**config.mk**
```make
export PLATFORM = sky130hd
export DESIGN_NAME = fetch_ctrl
export DESIGN_NICKNAME = d
export VERILOG_FILES = /design/src/rtl/fetch_ctrl_pkg.sv /design/src/rtl/fetch_ctrl.sv
export SDC_FILE = /design/constraint.sdc
export NUM_CORES = 1
export LEC_CHECK = 0
export BUFFER_PORTS_ARGS = -buffer_cell sky130_fd_sc_hd__buf_4
export CORE_MARGIN = 2
export CORE_UTILIZATION = 42
export CTS_CLUSTER_SIZE = 25
export DETAILED_ROUTE_END_ITERATION = 12
export PLACE_DENSITY = 0.67
export REMOVE_ABC_BUFFERS = 1
export SLEW_MARGIN = 5
export SYNTH_ARGS = -nofsm -noshare
export SYNTH_HDL_FRONTEND = slang
export SYNTH_SLANG_ARGS = --single-unit
```
**constraint.sdc**
```tcl
create_clock -name clk -period 7.3 [get_ports clk]
set_input_delay 1.46 -clock clk [delete_from_list [all_inputs] [get_ports clk]]
set_output_delay 1.46 -clock clk [all_outputs]
set_load 0.01 [all_outputs]
```
**src/rtl/fetch_ctrl_pkg.sv**
```systemverilog
// Shared definitions for the instruction-fetch sequencer: state encoding,
// default redirect addresses and the fetch-address selection helper.
package fetch_ctrl_pkg;

    typedef enum logic [1:0] {
        BOOT    = 2'd0,  // reset state, no request issued yet
        FETCH   = 2'd1,  // request live on the instruction-memory port
        HOLD    = 2'd2,  // fetched word parked while ID is stalled
        DISCARD = 2'd3   // stale request outstanding, its data is dropped
    } fetch_state_t;

    localparam logic [31:0] RESET_PC_DEFAULT   = 32'h0040_0000;
    localparam logic [31:0] EXC_VECTOR_DEFAULT = 32'h0040_0004;
    localparam logic [31:0] INSTR_NOP          = 32'h0000_0000;
    localparam logic [31:0] INSTR_BYTES        = 32'd4;

    // Address of the fetch that follows the current one. A branch resolved in
    // ID this cycle wins; otherwise a branch remembered during a fetch bubble;
    // otherwise sequential (32-bit add wraps naturally).
    function automatic logic [31:0] next_fetch_addr(
        input logic        take_branch,
        input logic [31:0] branch_pc,
        input logic        pend_valid,
        input logic [31:0] pend_target,
        input logic [31:0] fetch_addr
    );
        logic [31:0] addr;
        if (take_branch) begin
            addr = branch_pc;
        end else if (pend_valid) begin
            addr = pend_target;
        end else begin
            addr = fetch_addr + INSTR_BYTES;
        end
        return addr;
    endfunction

endpackage : fetch_ctrl_pkg

```
**src/rtl/fetch_ctrl.sv**
```systemverilog
// Instruction-fetch sequencer: owns the fetch PC and the IF/ID register,
// drives the instruction-memory handshake, and applies branch (after the
// delay slot), stall, exception and ERET redirects.
module fetch_ctrl
    import fetch_ctrl_pkg::*;
#(
    parameter logic [31:0] RESET_PC   = RESET_PC_DEFAULT,
    parameter logic [31:0] EXC_VECTOR = EXC_VECTOR_DEFAULT
) (
    input  logic        clk,
    input  logic        reset,
    input  logic        stall_id,
    input  logic        is_branch,
    input  logic [31:0] branch_pc,
    input  logic        exc_req,
    input  logic        eret_req,
    input  logic [31:0] epc,
    output logic        imem_req,
    output logic [31:0] imem_addr,
    input  logic        imem_ready,
    input  logic [31:0] imem_rdata,
    output logic        id_valid,
    output logic [31:0] id_instr,
    output logic [31:0] id_pc
);

    fetch_state_t state_q, state_d;
    logic         imem_req_q, imem_req_d;
    logic [31:0]  fetch_addr_q, fetch_addr_d;
    logic         id_valid_q, id_valid_d;
    logic [31:0]  id_instr_q, id_instr_d;
    logic [31:0]  id_pc_q, id_pc_d;
    logic [31:0]  buf_instr_q, buf_instr_d;
    logic         pend_valid_q, pend_valid_d;
    logic [31:0]  pend_target_q, pend_target_d;

    logic         redirect;
    logic [31:0]  redirect_target;
    logic         outstanding;
    logic         done;
    logic         take_branch;
    logic [31:0]  next_addr;

    // Decode of the per-cycle control conditions shared by every state.
    always_comb begin
        redirect        = exc_req | eret_req;
        redirect_target = exc_req ? EXC_VECTOR : epc;
        outstanding     = (state_q == FETCH) || (state_q == DISCARD);
        done            = (state_q == FETCH) && imem_ready;
        // is_branch is only meaningful for a live, non-stalled ID instruction;
        // the stall case never reaches the paths that use this.
        take_branch     = is_branch & id_valid_q;
        next_addr       = next_fetch_addr(take_branch, branch_pc, pend_valid_q,
                                          pend_target_q, fetch_addr_q);
    end

    // Next-state logic: redirect beats stall, stall beats normal progress.
    always_comb begin
        // NOTE: every _d starts as its _q so that no path through the case
        // leaves a signal unassigned, which would otherwise infer a latch.
        state_d       = state_q;
        fetch_addr_d  = fetch_addr_q;
        id_valid_d    = id_valid_q;
        id_instr_d    = id_instr_q;
        id_pc_d       = id_pc_q;
        buf_instr_d   = buf_instr_q;
        pend_valid_d  = pend_valid_q;
        pend_target_d = pend_target_q;

        if (redirect) begin
            // Flush IF/ID and any remembered branch; a request that is still
            // in flight must be drained before the new address is trusted.
            fetch_addr_d = redirect_target;
            id_valid_d   = 1'b0;
            pend_valid_d = 1'b0;
            state_d      = (outstanding && !imem_ready) ? DISCARD : FETCH;
        end else begin
            case (state_q)
                BOOT: begin
                    state_d = FETCH;
                end

                FETCH: begin
                    if (stall_id) begin
                        // IF/ID holds; a word that lands now is parked.
                        if (done) begin
                            buf_instr_d = imem_rdata;
                            state_d     = HOLD;
                        end
                    end else if (done) begin
                        id_valid_d   = 1'b1;
                        id_instr_d   = imem_rdata;
                        id_pc_d      = fetch_addr_q;
                        fetch_addr_d = next_addr;
                        pend_valid_d = 1'b0;
                    end else begin
                        // Bubble into ID. A branch leaving ID now still owns
                        // the slot being fetched, so remember its target.
                        id_valid_d = 1'b0;
                        if (take_branch) begin
                            pend_valid_d  = 1'b1;
                            pend_target_d = branch_pc;
                        end
                    end
                end

                HOLD: begin
                    if (!stall_id) begin
                        id_valid_d   = 1'b1;
                        id_instr_d   = buf_instr_q;
                        id_pc_d      = fetch_addr_q;
                        fetch_addr_d = next_addr;
                        pend_valid_d = 1'b0;
                        state_d      = FETCH;
                    end
                end

                DISCARD: begin
                    // Returned data belongs to the abandoned address; drop it.
                    if (imem_ready) begin
                        state_d = FETCH;
                    end
                end

                default: begin
                    state_d = BOOT;
                end
            endcase
        end

        imem_req_d = (state_d == FETCH) || (state_d == DISCARD);
    end

    // State, fetch PC, IF/ID triple and branch bookkeeping registers.
    always_ff @(posedge clk or posedge reset) begin
        if (reset) begin
            state_q       <= BOOT;
            imem_req_q    <= 1'b0;
            fetch_addr_q  <= RESET_PC;
            id_valid_q    <= 1'b0;
            id_instr_q    <= INSTR_NOP;
            id_pc_q       <= 32'h0;
            buf_instr_q   <= INSTR_NOP;
            pend_valid_q  <= 1'b0;
            pend_target_q <= 32'h0;
        end else begin
            // NOTE: non-blocking assignments here so every register samples
            // the pre-edge values computed above, independent of statement order.
            state_q       <= state_d;
            imem_req_q    <= imem_req_d;
            fetch_addr_q  <= fetch_addr_d;
            id_valid_q    <= id_valid_d;
            id_instr_q    <= id_instr_d;
            id_pc_q       <= id_pc_d;
            buf_instr_q   <= buf_instr_d;
            pend_valid_q  <= pend_valid_d;
            pend_target_q <= pend_target_d;
        end
    end

    assign imem_req  = imem_req_q;
    assign imem_addr = fetch_addr_q;
    assign id_valid  = id_valid_q;
    assign id_instr  = id_instr_q;
    assign id_pc     = id_pc_q;

endmodule : fetch_ctrl

```
* Word-level counts from Yosys, hierarchy flattened *
Cells that the tools add are included.

word-level totals
  register bits after elaboration = 165
  bits of input ports = 103
  output and inout bits = 98

operators by class
  eq/ne operators = 12
  muxes and demuxes = 34
  bitwise operators = 5
  reduce and logical (&&, ||, !) cells = 14
  $add $sub $neg = 1

operators by type and width
  kind                                                                   count
  32-bit two-way mux                                                     13
  32-bit case mux with 2 select lines                                    3
  32-bit by 3-bit adder with 32-bit output, second input constant        1
  2-bit two-way mux                                                      6
  4-bit AND reduction                                                    3
  5-bit AND reduction                                                    2
  1-bit two-way mux                                                      9
  3-bit inequality test, second input constant                           3
  2-bit case mux with 4 select lines                                     1
  2-bit equality test, second input constant                             3
  2-bit inequality test, second input constant                           3
  2-bit by 1-bit equality test with 1-bit output, second input constant  2
  4-bit inequality test, second input constant                           1
  1-bit case mux with 2 select lines                                     2
  1-bit inverter                                                         3
  3-bit AND reduction                                                    1
  3-bit nonzero test                                                     1
  1-bit logical AND                                                      2
  2-bit zero test                                                        1
  1-bit logical OR                                                       2
  2-bit nonzero test                                                     1
  1-bit AND                                                              1
  1-bit zero test                                                        1
  1-bit OR                                                               1

* Logic depth before layout (Yosys ltp) *
  word-level depth = 8
  mapped depth = 9

* Least setup slack after synthesis *
No wires, ideal clock.

  path kind = in2reg
  start point = in exc_req
  end point = reg fetch_addr_q[21] (netlist: imem_addr[21])
  buffers on the path = 3
  data arrival time = 2622 ps
  stages = 7
  setup slack = 4554 ps
  cells stage by stage = buf_2 or2_1 buf_2 nor2_1 buf_2 nor4_1 a211o_1

between the ends
  word-level cells in the longest chain between the ends = 3
  elaborated cells between the ends (all ways) = 8
  those cells by class = eq/ne (3); mux (2); bitwise (1); reduce/logical (2)

RTL lines
  element                                                                              RTL line           text
  start: declaration                                                                   fetch_ctrl.sv:15   input logic exc_req,
  1-bit OR                                                                             fetch_ctrl.sv:46   redirect = exc_req | eret_req;
  3-bit inequality test (no source line) / 3-bit nonzero test (equally long branches)  n/a
  4-bit AND reduction (no source line)                                                 n/a
  end signal: assignment                                                               fetch_ctrl.sv:151  fetch_addr_q <= fetch_addr_d;
  end: declaration                                                                     fetch_ctrl.sv:29   logic [31:0] fetch_addr_q, fetch_addr_d;

Several ways; a longest one is shown, not always the timed one.
A chain may end at the register's enable or synchronous reset.

* Worst setup path after layout *
  start point = in eret_req
  end point = reg id_pc_q[17] (netlist: id_pc[17])

between the ends
  word-level cells in the longest chain between the ends = 3

RTL lines
  element                               RTL line           text
  start: declaration                    fetch_ctrl.sv:16   input logic eret_req,
  1-bit OR                              fetch_ctrl.sv:46
  1-bit inverter (no source line)       n/a
  5-bit AND reduction (no source line)  n/a
  end signal: assignment                fetch_ctrl.sv:154  id_pc_q <= id_pc_d;
  end: declaration                      fetch_ctrl.sv:32   logic [31:0] id_pc_q, id_pc_d;

Every way passes these cells.

==> results_dict.tcl <==
set metrics [dict create \
    wire_per_inst_um 19.1 \
    antenna_found_initial 0 \
    ys_types 68 \
    yosys.area.top_type "dfrtp_1" \
    crit_buf_inv 2 \
    relSlewSlack 0.361 \
    ys_warn_count 0 \
    final.setup.tns_ns 0 \
    holdWs_ns 0.476 \
    drc 0 \
    worstRegToRegCells 8 \
    tritoncts "done" \
    cts_buffers 17 \
    power-per-cell-area_nw_per_um2 279 \
    drtIter0Drc 534 \
    synth_most_common_cell "dfrtp_1" \
    critical-path-max-stage-delay_ns 0.67 \
    syn_inst 758 \
    htree_levels 4 \
    place_inst 1180 \
    grt_pass1_vias 6577 \
    routed_wl_um 23100 \
    syn_avg_cell_area_um2 11.0 \
    clock_skew_ns 0.0108 \
    n_antenna_cell 0 \
    cts.sinks 165 \
    peakVddDrop_mv 0.160 \
    insertion_delay_ns 0.43 \
    die_x_um 145 \
    seq_area_frac_synth 0.497 \
    critPathSlowestCell "nor2_2" \
    coreArea_um2 19500 \
    cp.depth 5 \
    ff2ff_setup_slack_ns 4.25 \
    drt_first_pass_iters 5 \
    worstSetupEndpointType "flop" \
    fin_util 0.544 \
    vias_per_cell 5.62 \
    crit_type "in -> reg" \
    timing.fmax_mhz 287 \
    row_count 51 \
    post-route-period-util 0.477 \
    clockBufferDepth 2 \
    ant_nets 0 \
    io_pins 201 \
    synthArstFlopShare 1.00 \
    worst-slew-pin-transition_ns 0.958 \
    rsz0062_at_grt "no" \
    grt_first_pass_wirelength_um 36000 \
    p_comb_frac 0.247 \
    globalplace.congestion 0.825 \
    ys_ff_latch 165 \
    start_util 0.427 \
    worst_hold_path_type "reg -> reg" \
    cts_hold_buf 0 \
    synth.cell_area_um2 8310 \
    finalHoldViolations 0 \
    p_sw_frac 0.282 \
    cts_setup_buffers 0 \
    synth.area.top_cells "dfrtp_1, mux2_2, mux2i_1, o21ai_0, nand2_1" \
    max-cap-violations 0 \
    die_h_um 145 \
    port_buffers 200 \
    route.vias.total 6806 \
    slew_viol_final 0 \
    outcome "complete, no violations" \
    place_worst_setup_slack_ns 3.35 \
    final-setup-viol-count 0 \
    synth_edf_count 0 \
    cpMostUsedCell "buf_4" \
    cts.repair.resized 0 \
    post-dp-hpwl_um 15800 \
    synth_top_area_share 0.494 \
    cp.arrival_ns 3.79 \
    critPathLaunchType "input port" \
    stdcell_count 1210 \
    synth_ff_type "dfrtp_1" \
    hold_depth 2 \
    p_leak_nw 4.94 \
    grt_usage 0.225 \
    pwr-share-seq 0.433 \
    cp_max_fo 67 \
    grt_overflow_total 0 \
    p_switching_w 0.000836 \
    dieArea_um2 20900 \
    worstPathCellList "buf_4 > nor2_2 > nand3_4 > buf_4 > mux2_2" \
    crit_family "simple AND/OR/NAND/NOR gates" \
    grt_max_degree 99 \
    drive_above_1_share 0.370 \
    finalNetCount 1043 \
    pwr-share-clk 0.320 \
    clk_pin_slew_worst_paths_ns 0.06 \
    setup_slack_ns 3.82 \
    fin_crit_ns 3.48 \
    synth_common_cells "dfrtp_1, mux2_2, nand2_1" \
    syn2layout_area_growth_pct 27.5 \
    p_int_w 0.00212 \
    cts-root-buf "clkbuf_16" \
    required_ns 7.61 \
]
[metal layers]
| metal | GRT usage | routed length, um |
|---|---|---|
| met5 | 0 | 0 |
| met4 | 0.0700 | 407 |
| met3 | 0.0510 | 1460 |
| met2 | 0.358 | 11200 |
| met1 | 0.308 | 10000 |
[metrics by stage]
step,instance area [um2],power (W)
after CTS,10600,0.00299
after global routing,10600,0.00312
after detailed placement,9980,0.00204
after floorplan,8040,0.00164
final,10600,0.00296
after global placement,9980,0.00202
[worst paths after layout]
kind	startpoint	endpoint
setup / recovery	eret_req	id_pc[17]$_DFFE_PP0P_
hold / removal	id_instr[11]$_DFFE_PP0P_	id_instr[11]$_DFFE_PP0P_
setup reg to reg	state_q[1]$_DFF_PP0_	imem_addr[3]$_DFFE_PP0P_
hold reg to reg	id_instr[11]$_DFFE_PP0P_	id_instr[11]$_DFFE_PP0P_
max in group asynchronous	reset	id_instr[26]$_DFFE_PP0P_
min in group asynchronous	reset	id_instr[2]$_DFFE_PP0P_
[area by class of cell]
class	instances	area [um2]
inverters	16	65.1
clock inverters	8	149
well taps	265	332
multi-input cells	523	3870
fillers	1752	8870
clock buffers	22	464
flip-flops and latches	165	4130
repair buffers	211	1580
[sequential cells by signal, summed over array words and instances, names as in the netlist]
name / count
pend_valid_q: 1
buf_instr_q: 32
id_pc: 32
id_valid: 1
state_q: 2
id_instr: 32
pend_target_q: 32
imem_addr: 32
imem_req: 1
[tightest hold or removal path, cell delays in order (launching register included)]
cell,delay [ns]
dfrtp_1,0.34
nand2_1,0.05
o21ai_0,0.06
[logic make-up (layout without fill, tap and decap cells)]
kind of cell	Yosys count	in the layout	synth area share
AO/OA/AOI/OAI	187	187	0.150
XOR/XNOR	11	11	0.0116
adder cells (fa/ha/maj)	6	6	0.00904
buffers and inverters	70	257	0.0393
flip-flops	165	165	0.497
multiplexers	130	130	0.172
AND/OR/NAND/NOR	189	189	0.121
[placed cells by master (no fill, tap or decap), types with 9 or more instances in the layout]
master,n
inv_1,15
buf_4,211
mux2i_1,37
nor2_1,20
nand4_1,14
o21ai_0,69
nand2_1,72
and3_1,9
dfrtp_1,164
a21oi_1,33
clkbuf_16,17
mux2_2,88
nand3_1,23
[power groups by stage]
| stage | registers (W) | logic [W] | clock network (W) |
|---|---|---|---|
| 3_5_place_dp | 0.00130 | 0.000742 | 0 |
| 2_1_floorplan | 0.00134 | 0.000297 | 0 |
| 6_report | 0.00128 | 0.000730 | 0.000947 |
| 4_1_cts | 0.00128 | 0.000742 | 0.000967 |
| 3_3_place_gp | 0.00129 | 0.000726 | 0 |
| 5_1_grt | 0.00131 | 0.000805 | 0.00101 |
Power figures use the tool's default switching activity.
